$ cat src/rtl/timeout_guard_if.sv
// timeout_guard_if: request/response handshake bundle for timeout_guard.
//   req_valid/req_duration/req_ready : request channel (master -> guard)
//   rsp_valid/rsp_status/rsp_retries/rsp_ready : response channel (guard -> master)
// master modport is the requesting side, slave modport is the guard.
interface timeout_guard_if #(
  parameter int unsigned DUR_W = 16
);
  logic             req_valid;
  logic [DUR_W-1:0] req_duration;
  logic             req_ready;
  logic             rsp_valid;
  logic             rsp_ready;
  logic [1:0]       rsp_status;
  logic [1:0]       rsp_retries;

  modport master (
    output req_valid, req_duration, rsp_ready,
    input  req_ready, rsp_valid, rsp_status, rsp_retries
  );

  modport slave (
    input  req_valid, req_duration, rsp_ready,
    output req_ready, rsp_valid, rsp_status, rsp_retries
  );
endinterface

$ cat src/rtl/timeout_guard.sv
// timeout_guard: supervises one compute-engine operation with a countdown
// timer, retrying on timeout up to MAX_RETRY times.
// Ports:
//   clk, rst_n        clock (rising edge), asynchronous active-low reset
//   bus (slave)       request/response handshake (see timeout_guard_if)
//   op_start/op_abort one-cycle pulses to the engine; op_done from engine
//   cancel            user cancel of the in-flight operation
//   tmr_start         one-cycle start pulse to the timer
//   tmr_duration      timer budget, held from accept until next request
//   tmr_timeout       timer expiry level
//   led_busy          high while a request is in flight
// rsp_status: 00 OK, 01 TIMEOUT, 10 CANCEL, 11 BADARG.
module timeout_guard #(
  parameter int unsigned MAX_RETRY = 2,
  parameter int unsigned DUR_W     = 16
) (
  input  logic             clk,
  input  logic             rst_n,
  timeout_guard_if.slave   bus,
  output logic             op_start,
  input  logic             op_done,
  output logic             op_abort,
  input  logic             cancel,
  output logic             tmr_start,
  output logic [DUR_W-1:0] tmr_duration,
  input  logic             tmr_timeout,
  output logic             led_busy
);

  typedef enum logic [2:0] {
    S_IDLE,
    S_ARM,
    S_WAIT,
    S_ABORT,
    S_RESP
  } state_t;

  typedef enum logic [1:0] {
    ST_OK      = 2'b00,
    ST_TIMEOUT = 2'b01,
    ST_CANCEL  = 2'b10,
    ST_BADARG  = 2'b11
  } status_t;

  state_t     state, state_nxt;
  status_t    status_q;
  logic [1:0] retries_q;
  logic       cause_cancel_q;
  logic       tmo_q;
  logic       tmo_edge;
  logic       retry_ok;
  logic       req_zero;

  // A timeout level left high from an earlier expiry must not count, so only
  // a fresh rising edge relative to the registered copy is acted upon.
  assign tmo_edge = tmr_timeout & ~tmo_q;
  assign retry_ok = (32'(retries_q) < MAX_RETRY);
  assign req_zero = (bus.req_duration == '0);

  // State register
  always_ff @(posedge clk or negedge rst_n) begin
    if (!rst_n) state <= S_IDLE;
    else        state <= state_nxt;
  end

  // Next-state logic
  always_comb begin
    state_nxt = state;
    case (state)
      S_IDLE:  if (bus.req_valid) state_nxt = req_zero ? S_RESP : S_ARM;
      S_ARM:   state_nxt = S_WAIT;
      S_WAIT: begin
        if (op_done)       state_nxt = S_RESP;
        else if (cancel)   state_nxt = S_ABORT;
        else if (tmo_edge) state_nxt = S_ABORT;
      end
      S_ABORT: state_nxt = (!cause_cancel_q && retry_ok) ? S_ARM : S_RESP;
      S_RESP:  if (bus.rsp_ready) state_nxt = S_IDLE;
      default: state_nxt = S_IDLE;
    endcase
  end

  // Outputs (Moore); response fields are only presented in RESP
  always_comb begin
    bus.req_ready   = 1'b0;
    bus.rsp_valid   = 1'b0;
    bus.rsp_status  = '0;
    bus.rsp_retries = '0;
    op_start        = 1'b0;
    op_abort        = 1'b0;
    tmr_start       = 1'b0;
    led_busy        = 1'b0;
    case (state)
      S_IDLE:  bus.req_ready = 1'b1;
      S_ARM: begin
        op_start  = 1'b1;
        tmr_start = 1'b1;
        led_busy  = 1'b1;
      end
      S_WAIT:  led_busy = 1'b1;
      S_ABORT: begin
        op_abort = 1'b1;
        led_busy = 1'b1;
      end
      S_RESP: begin
        bus.rsp_valid   = 1'b1;
        bus.rsp_status  = status_q;
        bus.rsp_retries = retries_q;
      end
      default: bus.req_ready = 1'b1;
    endcase
  end

  // Datapath: duration, retry count, abort cause, status, timeout edge reg
  always_ff @(posedge clk or negedge rst_n) begin
    if (!rst_n) begin
      tmr_duration   <= '0;
      retries_q      <= '0;
      cause_cancel_q <= 1'b0;
      status_q       <= ST_OK;
      tmo_q          <= 1'b0;
    end else begin
      tmo_q <= (state == S_ARM) ? 1'b0 : tmr_timeout;
      case (state)
        S_IDLE: begin
          if (bus.req_valid) begin
            tmr_duration <= bus.req_duration;
            retries_q    <= '0;
            if (req_zero) status_q <= ST_BADARG;
          end
        end
        S_WAIT: begin
          if (op_done)       status_q       <= ST_OK;
          else if (cancel)   cause_cancel_q <= 1'b1;
          else if (tmo_edge) cause_cancel_q <= 1'b0;
        end
        S_ABORT: begin
          if (!cause_cancel_q && retry_ok) begin
            if (retries_q != 2'd3) retries_q <= retries_q + 2'd1;
          end else begin
            status_q <= cause_cancel_q ? ST_CANCEL : ST_TIMEOUT;
          end
        end
        default: ;
      endcase
    end
  end

endmodule

$ cat src/flat_wrapper.sv
// flat-port wrapper written by rule: the top's interface ports become plain ports
module timeout_guard_flat 
#(
  parameter int unsigned MAX_RETRY = 2,
  parameter int unsigned DUR_W     = 16
)
  (clk, rst_n, op_start, op_done, op_abort, cancel, tmr_start, tmr_duration, tmr_timeout, led_busy, bus_req_valid, bus_req_duration, bus_rsp_ready, bus_req_ready, bus_rsp_valid, bus_rsp_status, bus_rsp_retries);
  timeout_guard_if #(.DUR_W(DUR_W)) bus_i ();
  input  logic clk;
  input  logic rst_n;
  output logic op_start;
  input  logic op_done;
  output logic op_abort;
  input  logic cancel;
  output logic tmr_start;
  output logic [DUR_W-1:0] tmr_duration;
  input  logic tmr_timeout;
  output logic led_busy;
  input wire logic [$bits(bus_i.req_valid)-1:0] bus_req_valid;
  input wire logic [$bits(bus_i.req_duration)-1:0] bus_req_duration;
  input wire logic [$bits(bus_i.rsp_ready)-1:0] bus_rsp_ready;
  output wire logic [$bits(bus_i.req_ready)-1:0] bus_req_ready;
  output wire logic [$bits(bus_i.rsp_valid)-1:0] bus_rsp_valid;
  output wire logic [$bits(bus_i.rsp_status)-1:0] bus_rsp_status;
  output wire logic [$bits(bus_i.rsp_retries)-1:0] bus_rsp_retries;
  assign bus_i.req_valid = bus_req_valid;
  assign bus_i.req_duration = bus_req_duration;
  assign bus_i.rsp_ready = bus_rsp_ready;
  assign bus_req_ready = bus_i.req_ready;
  assign bus_rsp_valid = bus_i.rsp_valid;
  assign bus_rsp_status = bus_i.rsp_status;
  assign bus_rsp_retries = bus_i.rsp_retries;
  timeout_guard #(.MAX_RETRY(MAX_RETRY), .DUR_W(DUR_W)) u_core (.clk(clk), .rst_n(rst_n), .bus(bus_i), .op_start(op_start), .op_done(op_done), .op_abort(op_abort), .cancel(cancel), .tmr_start(tmr_start), .tmr_duration(tmr_duration), .tmr_timeout(tmr_timeout), .led_busy(led_busy));
endmodule
$ cat config.mk
export PLATFORM = sky130hd
export DESIGN_NAME = timeout_guard_flat
export DESIGN_NICKNAME = d
export VERILOG_FILES = /design/src/rtl/timeout_guard_if.sv /design/src/rtl/timeout_guard.sv /design/src/flat_wrapper.sv
export SDC_FILE = /design/constraint.sdc
export NUM_CORES = 1
export LEC_CHECK = 0
export ABC_AREA = 1
export BUFFER_PORTS_ARGS = -buffer_cell sky130_fd_sc_hd__buf_2
export CORE_MARGIN = 2
export CORE_UTILIZATION = 47
export CTS_BUF_LIST = sky130_fd_sc_hd__clkbuf_16
export DETAILED_ROUTE_END_ITERATION = 12
export GPL_ROUTABILITY_DRIVEN = 0
export PLACE_DENSITY = 0.77
export SYNTH_ARGS = -nofsm -noshare
export SYNTH_HDL_FRONTEND = slang
export SYNTH_SLANG_ARGS = --single-unit
$ cat constraint.sdc
create_clock -name clk -period 1.7 [get_ports clk]
set_clock_uncertainty 0.1 [all_clocks]
set_input_delay 0.17 -clock clk [delete_from_list [all_inputs] [get_ports clk]]
set_output_delay 0.17 -clock clk [all_outputs]
set_load 0.01 [all_outputs]
# After elaboration in Yosys (flattened, before gate mapping)

Cells that the tools add are included.

$add $sub $neg: 1
Eq/ne operators: 13
Bitwise gates (word level): 3
Muxes and demuxes: 28
Magnitude comparators: 1
Reductions and logical operators: 14

Operators with widths:

| cell                | count |
|---|---|
| $mux 3              | 7 |
| $mux 2              | 10 |
| $logic_not 16->1    | 1 |
| $pmux 3 s5          | 1 |
| $ne 2x2->1 const B  | 5 |
| $mux 1              | 8 |
| $eq 3x2->1 const B  | 2 |
| $ne 2x1->1 const B  | 3 |
| $pmux 2 s3          | 1 |
| $reduce_and 3->1    | 2 |
| $reduce_and 5->1    | 1 |
| $ne 4x3->1 const B  | 1 |
| $pmux 2 s2          | 1 |
| $reduce_and 4->1    | 1 |
| $reduce_bool 2->1   | 2 |
| $reduce_or 4->1     | 1 |
| $eq 3x1->1 const B  | 1 |
| $eq 3x3->1 const B  | 1 |
| $logic_not 3->1     | 1 |
| $reduce_bool 3->1   | 1 |
| $reduce_or 3->1     | 1 |
| $add 2x1->2 const B | 1 |
| $lt 2x2->1 const B  | 1 |
| $not 1->1           | 2 |
| 4 further kinds     | 4 |

Output and inout port bits: 26
Input bits: 23
Bits in registers: 25

# Logic depth before layout (Yosys ltp)

Depth after elaboration: 6
Mapped depth: 9
Gate-level depth less buffers: 9

# Worst setup path before layout

Ideal clock, no wire load.

Path type: register -> output
Start: reg u_core.state[2]
End: out tmr_start
Cell stages (with the launch flop): 3
Setup slack: 0.371 ns
Path buffers: 1
Data arrival time: 1.059 ns
Required time: 1.430 ns
Path through: dfrtp_1 nor3_1 buf_4

Longest elaborated chain between the ends: 2

Ends and longest elaborated chain:

| element                  | line                | source |
|---|---|---|
| start: declaration       | timeout_guard.sv:45 | `state_t state, state_nxt;` |
| start signal: assignment | timeout_guard.sv:63 | `else state <= state_nxt;` |
| $eq 3x1->1               | -                   |  |
| $mux 1                   | -                   |  |
| end: declaration         | flat_wrapper.sv:15  | `output logic tmr_start;` |

No other way between the ends.

# Final worst setup path

Start: reg u_core.state[2]
End: out op_abort

Longest elaborated chain between the ends: 2

Ends and longest elaborated chain:

| element          | line                | source |
|---|---|---|
| $eq 3x2->1       | timeout_guard.sv:93 | `case (state)` |
| $mux 1           | timeout_guard.sv:93 |  |
| end: declaration | flat_wrapper.sv:13  | `output logic op_abort;` |

No other way between the ends.

==> summary by stage <==
GRT
The final global-route overflow total is 0. In the global route stage, met2 resource usage came out at 33.3%. Entering global routing, the biggest net connects 26 pins. The layer with the highest usage after global routing is met2.

The number of antenna violations at the first check in global routing is 0. The via count of the first global-routing pass is 1,041. The total global routing track utilization is 19.5%.

The first-pass GRT wire length is 4.20 mm. The global-route met1 utilization is 23.6%. Global routing consumed, on the met3 layer, 4.57% of the routing resources.

Timing
The fmax is 649 MHz. The max-slew violation total from the final report was 0. The accumulated negative setup slack is 0 ns.

Setup repair after global routing left no endpoint under its margin. The worst slew slack as a fraction of its limit is 62.4%. Setup violations remaining at the end of the flow were counted as 0. The slack of the critical path is 0.159 ns. The total count of hold-check failures in the final report is 0. At the pin with the least slew margin, the transition time is 0.564 ns. After layout, the worst path uses 90.6% of the clock period. The hold slack is 0.0172 ns.

The minimum clock period is 1.54 ns.

Yosys
During synthesis, Yosys emitted a total of 0 warnings. The number of nets produced by synthesis is 182. The number of synthesized register bits is 25. The commonest cells after synthesis are sky130_fd_sc_hd__nand2_1, sky130_fd_sc_hd__dfrtp_1, sky130_fd_sc_hd__nor2_1, sky130_fd_sc_hd__inv_1, sky130_fd_sc_hd__o21ai_0. For this run, the leading register cell type out of synthesis is sky130_fd_sc_hd__dfrtp_1. The distinct cell type count of the synthesized netlist is 22.

For this run, asynchronously set or reset flops after synthesis account for 100%. The number of instances in the synthesized netlist is 158. The fraction of post-synthesis cell area in the top cell type by area is 51.2%. Of all cell types, the one taking the most synthesized area is sky130_fd_sc_hd__dfrtp_1. The number of enable flip-flop cells after synthesis is 0. Yosys attributes the largest share of cell area to sky130_fd_sc_hd__dfrtp_1, sky130_fd_sc_hd__nand2_1, sky130_fd_sc_hd__nor2_1. After synthesis the cells add up to 1220 um^2. Each instance of the synthesized netlist takes up on average 7.74 um^2. The sequential-to-total area share from yosys stat is 51.2%. The most repeated cell in the gate-level netlist after synthesis is sky130_fd_sc_hd__nand2_1.

Clock tree
After clock tree synthesis, the clock-pin slew on the worst setup and hold paths is 0.06 ns. The later pin in the worst-skew pair is clocked with a latency of 0.26 ns. The CTS tree is yes. The number of levels in the clock H-tree is 1. The clock root buffer is sky130_fd_sc_hd__clkbuf_16.

CTS saw 25 sinks. The number of gates given a new drive strength after cts is 0. The number of clock buffers added by TritonCTS is 3. The clock passes through at most 2 buffers.

Drt
After detailed routing, the number of remaining DRC violations is 0. The first routing iteration left 23 violations. The number of detailed-route iterations in the first pass is 4.

In the final routed layout, each cell accounts on average for 11.1 um. The post-route antenna net violation count is 0. Across all layers, the routed design uses 1,133 vias. The final layout contains routed wiring with a total length of 2.64 mm. Dividing the detail-routed via count by the number of cells gives 4.76.

Layout
The layout has 246 filler cells. The number of antenna diodes in the final layout is 0. In the final layout, the multi-input gates occupy 499 um^2.

The net count of the finished layout is 233. The area taken by flip-flops and latches is 626 um^2. After the flow finishes, the layout carries non-filler instances totaling 238.

The post-route netlist has 32.2% of its cells at a drive strength greater than 1. Summing all non-filler instances in the final layout gives an area of 1570 um^2. The layout overhead on the synthesized area is 28.1%.

Critical path
The maximum net fanout on the critical path is 6. The critical path class is reg -> out. The worst setup path is captured at a primary output. The worst setup path is launched from a flip-flop.

At the worst endpoint, the required time is 1.43 ns. At the worst endpoint, the arrival time is 1.27 ns. The slack of the worst reg-to-reg path is 0.20 ns.

Placement
The count of buffers inserted at the top-level ports is 48. The half-perimeter wire length after placement is 2.04 mm. At the placement stage, the worst setup path has a slack of 0.216 ns. In this run the cell area measured after placement is 1480 um^2. The number of cells in the design after placement is 233.

Die
The die is 55 um tall. The x dimension of the die is 55 um. The floorplan has 18 rows.

During I/O placement, the number of pins put on the boundary was 49. Once the floorplan was initialized, standard cells occupied 49.3% of the core. The die covers 3030 um^2. The core area is 2480 um^2.

Min path
The min-delay analysis places its worst path in the category in -> reg.

Run
The max-capacitance violation count is 0.

Pwr
The reported leakage power is 0.922 nW. The power per standard cell area is 1760 nW/um^2. The worst IR drop on VDD is 1.11 mV.

Status
The flow ran to the end, and the final reports show no timing, DRC or antenna violations.
[area by class of cell]
type                       instances  share of cell area [%]
clock inverter                     1                   0.319
sequential                        25                    39.9
tap                               30                    2.40
timing repair buffer              49                    16.0
clock buffer                       3                    4.79
multi-input combinational        111                    31.9
inverter                          19                    4.71
[worst max-delay path: stages, from the launching register on]
cell and delay [ns]:
sky130_fd_sc_hd__dfrtp_1 0.46, sky130_fd_sc_hd__nor2_2 0.21, sky130_fd_sc_hd__nand2_1 0.10, sky130_fd_sc_hd__inv_1 0.11, sky130_fd_sc_hd__buf_2 0.14
[flip-flops by register name (all words and copies together), names as in the netlist]
name	flops
u_core.cause_cancel_q	1
u_core.retries_q	2
u_core.state	3
u_core.status_q	2
u_core.tmo_q	1
u_core.tmr_duration	16
[layout by cell type, fill, tap and decap left out]
master and count:
sky130_fd_sc_hd__inv_2 4, sky130_fd_sc_hd__inv_4 1, sky130_fd_sc_hd__dlygate4sd3_1 1, sky130_fd_sc_hd__clkinv_2 1, sky130_fd_sc_hd__nand3_2 1, sky130_fd_sc_hd__dfrtp_1 25
sky130_fd_sc_hd__nand4_1 2, sky130_fd_sc_hd__buf_2 48, sky130_fd_sc_hd__nor2_4 3, sky130_fd_sc_hd__nor2_2 3, sky130_fd_sc_hd__nor2_1 15, sky130_fd_sc_hd__o21ai_0 5
sky130_fd_sc_hd__nand2_2 2, sky130_fd_sc_hd__clkbuf_16 3, sky130_fd_sc_hd__nand3_1 4, sky130_fd_sc_hd__or2_1 1, sky130_fd_sc_hd__inv_1 14, sky130_fd_sc_hd__nand2_4 1
sky130_fd_sc_hd__nand2_1 68, sky130_fd_sc_hd__o21ai_1 1, sky130_fd_sc_hd__a21oi_1 3, sky130_fd_sc_hd__nor3_1 1, sky130_fd_sc_hd__ha_1 1
[metal layers]
metal  wire (um)  part of all wire (%)
met4          18                  0.68
met3         181                   6.9
met2        1350                    51
met5           0                     0
met1        1100                    41
[worst paths after layout]
kind / from / to / depth (start not counted)
max: u_core.state[2] / op_abort / 4
min: tmr_timeout / u_core.tmo_q / 3
min in group asynchronous: rst_n / u_core.cause_cancel_q / 2
max reg2reg: u_core.state[0] / u_core.tmr_duration[12] / 7
max in group asynchronous: rst_n / u_core.retries_q[0] / 2
min reg2reg: u_core.tmr_duration[10] / u_core.tmr_duration[10] / 2
[metrics by stage]
stage          total power [mW]  utilization, %
6_report                   2.75            63.2
5_1_grt                    3.00            63.2
4_1_cts                    2.78            63.2
3_5_place_dp               2.25            59.6
3_3_place_gp               2.19            59.6
2_1_floorplan              1.83               -
[what timing repair did]
| item | CTS | global route |
|---|---|---|
| setup buffers | 0 | 0 |
| hold buffers | 1 | 0 |
| endpoints found under the hold margin | 25 | 0 |
[power breakdown]
group / internal, mW / total [mW] / switching [mW] / leakage [nW]
clock: 0.317 / 0.517 / 0.201 / 0.0409
combinational: 0.454 / 1.21 / 0.758 / 0.569
sequential: 0.861 / 1.02 / 0.163 / 0.312
total: 1.63 / 2.75 / 1.12 / 0.922
[cell families (layout without fill, tap and decap cells)]
| group | after synthesis | count (layout) | synth area share [%] |
|---|---|---|---|
| buf+inv | 22 | 72 | 7.98 |
| flops | 25 | 25 | 51.2 |
| compound gates | 9 | 9 | 3.68 |
| simple gates | 101 | 101 | 36.1 |
| fa+ha+maj | 1 | 1 | 1.02 |
Note: power is estimated with default switching activity, not from simulation.
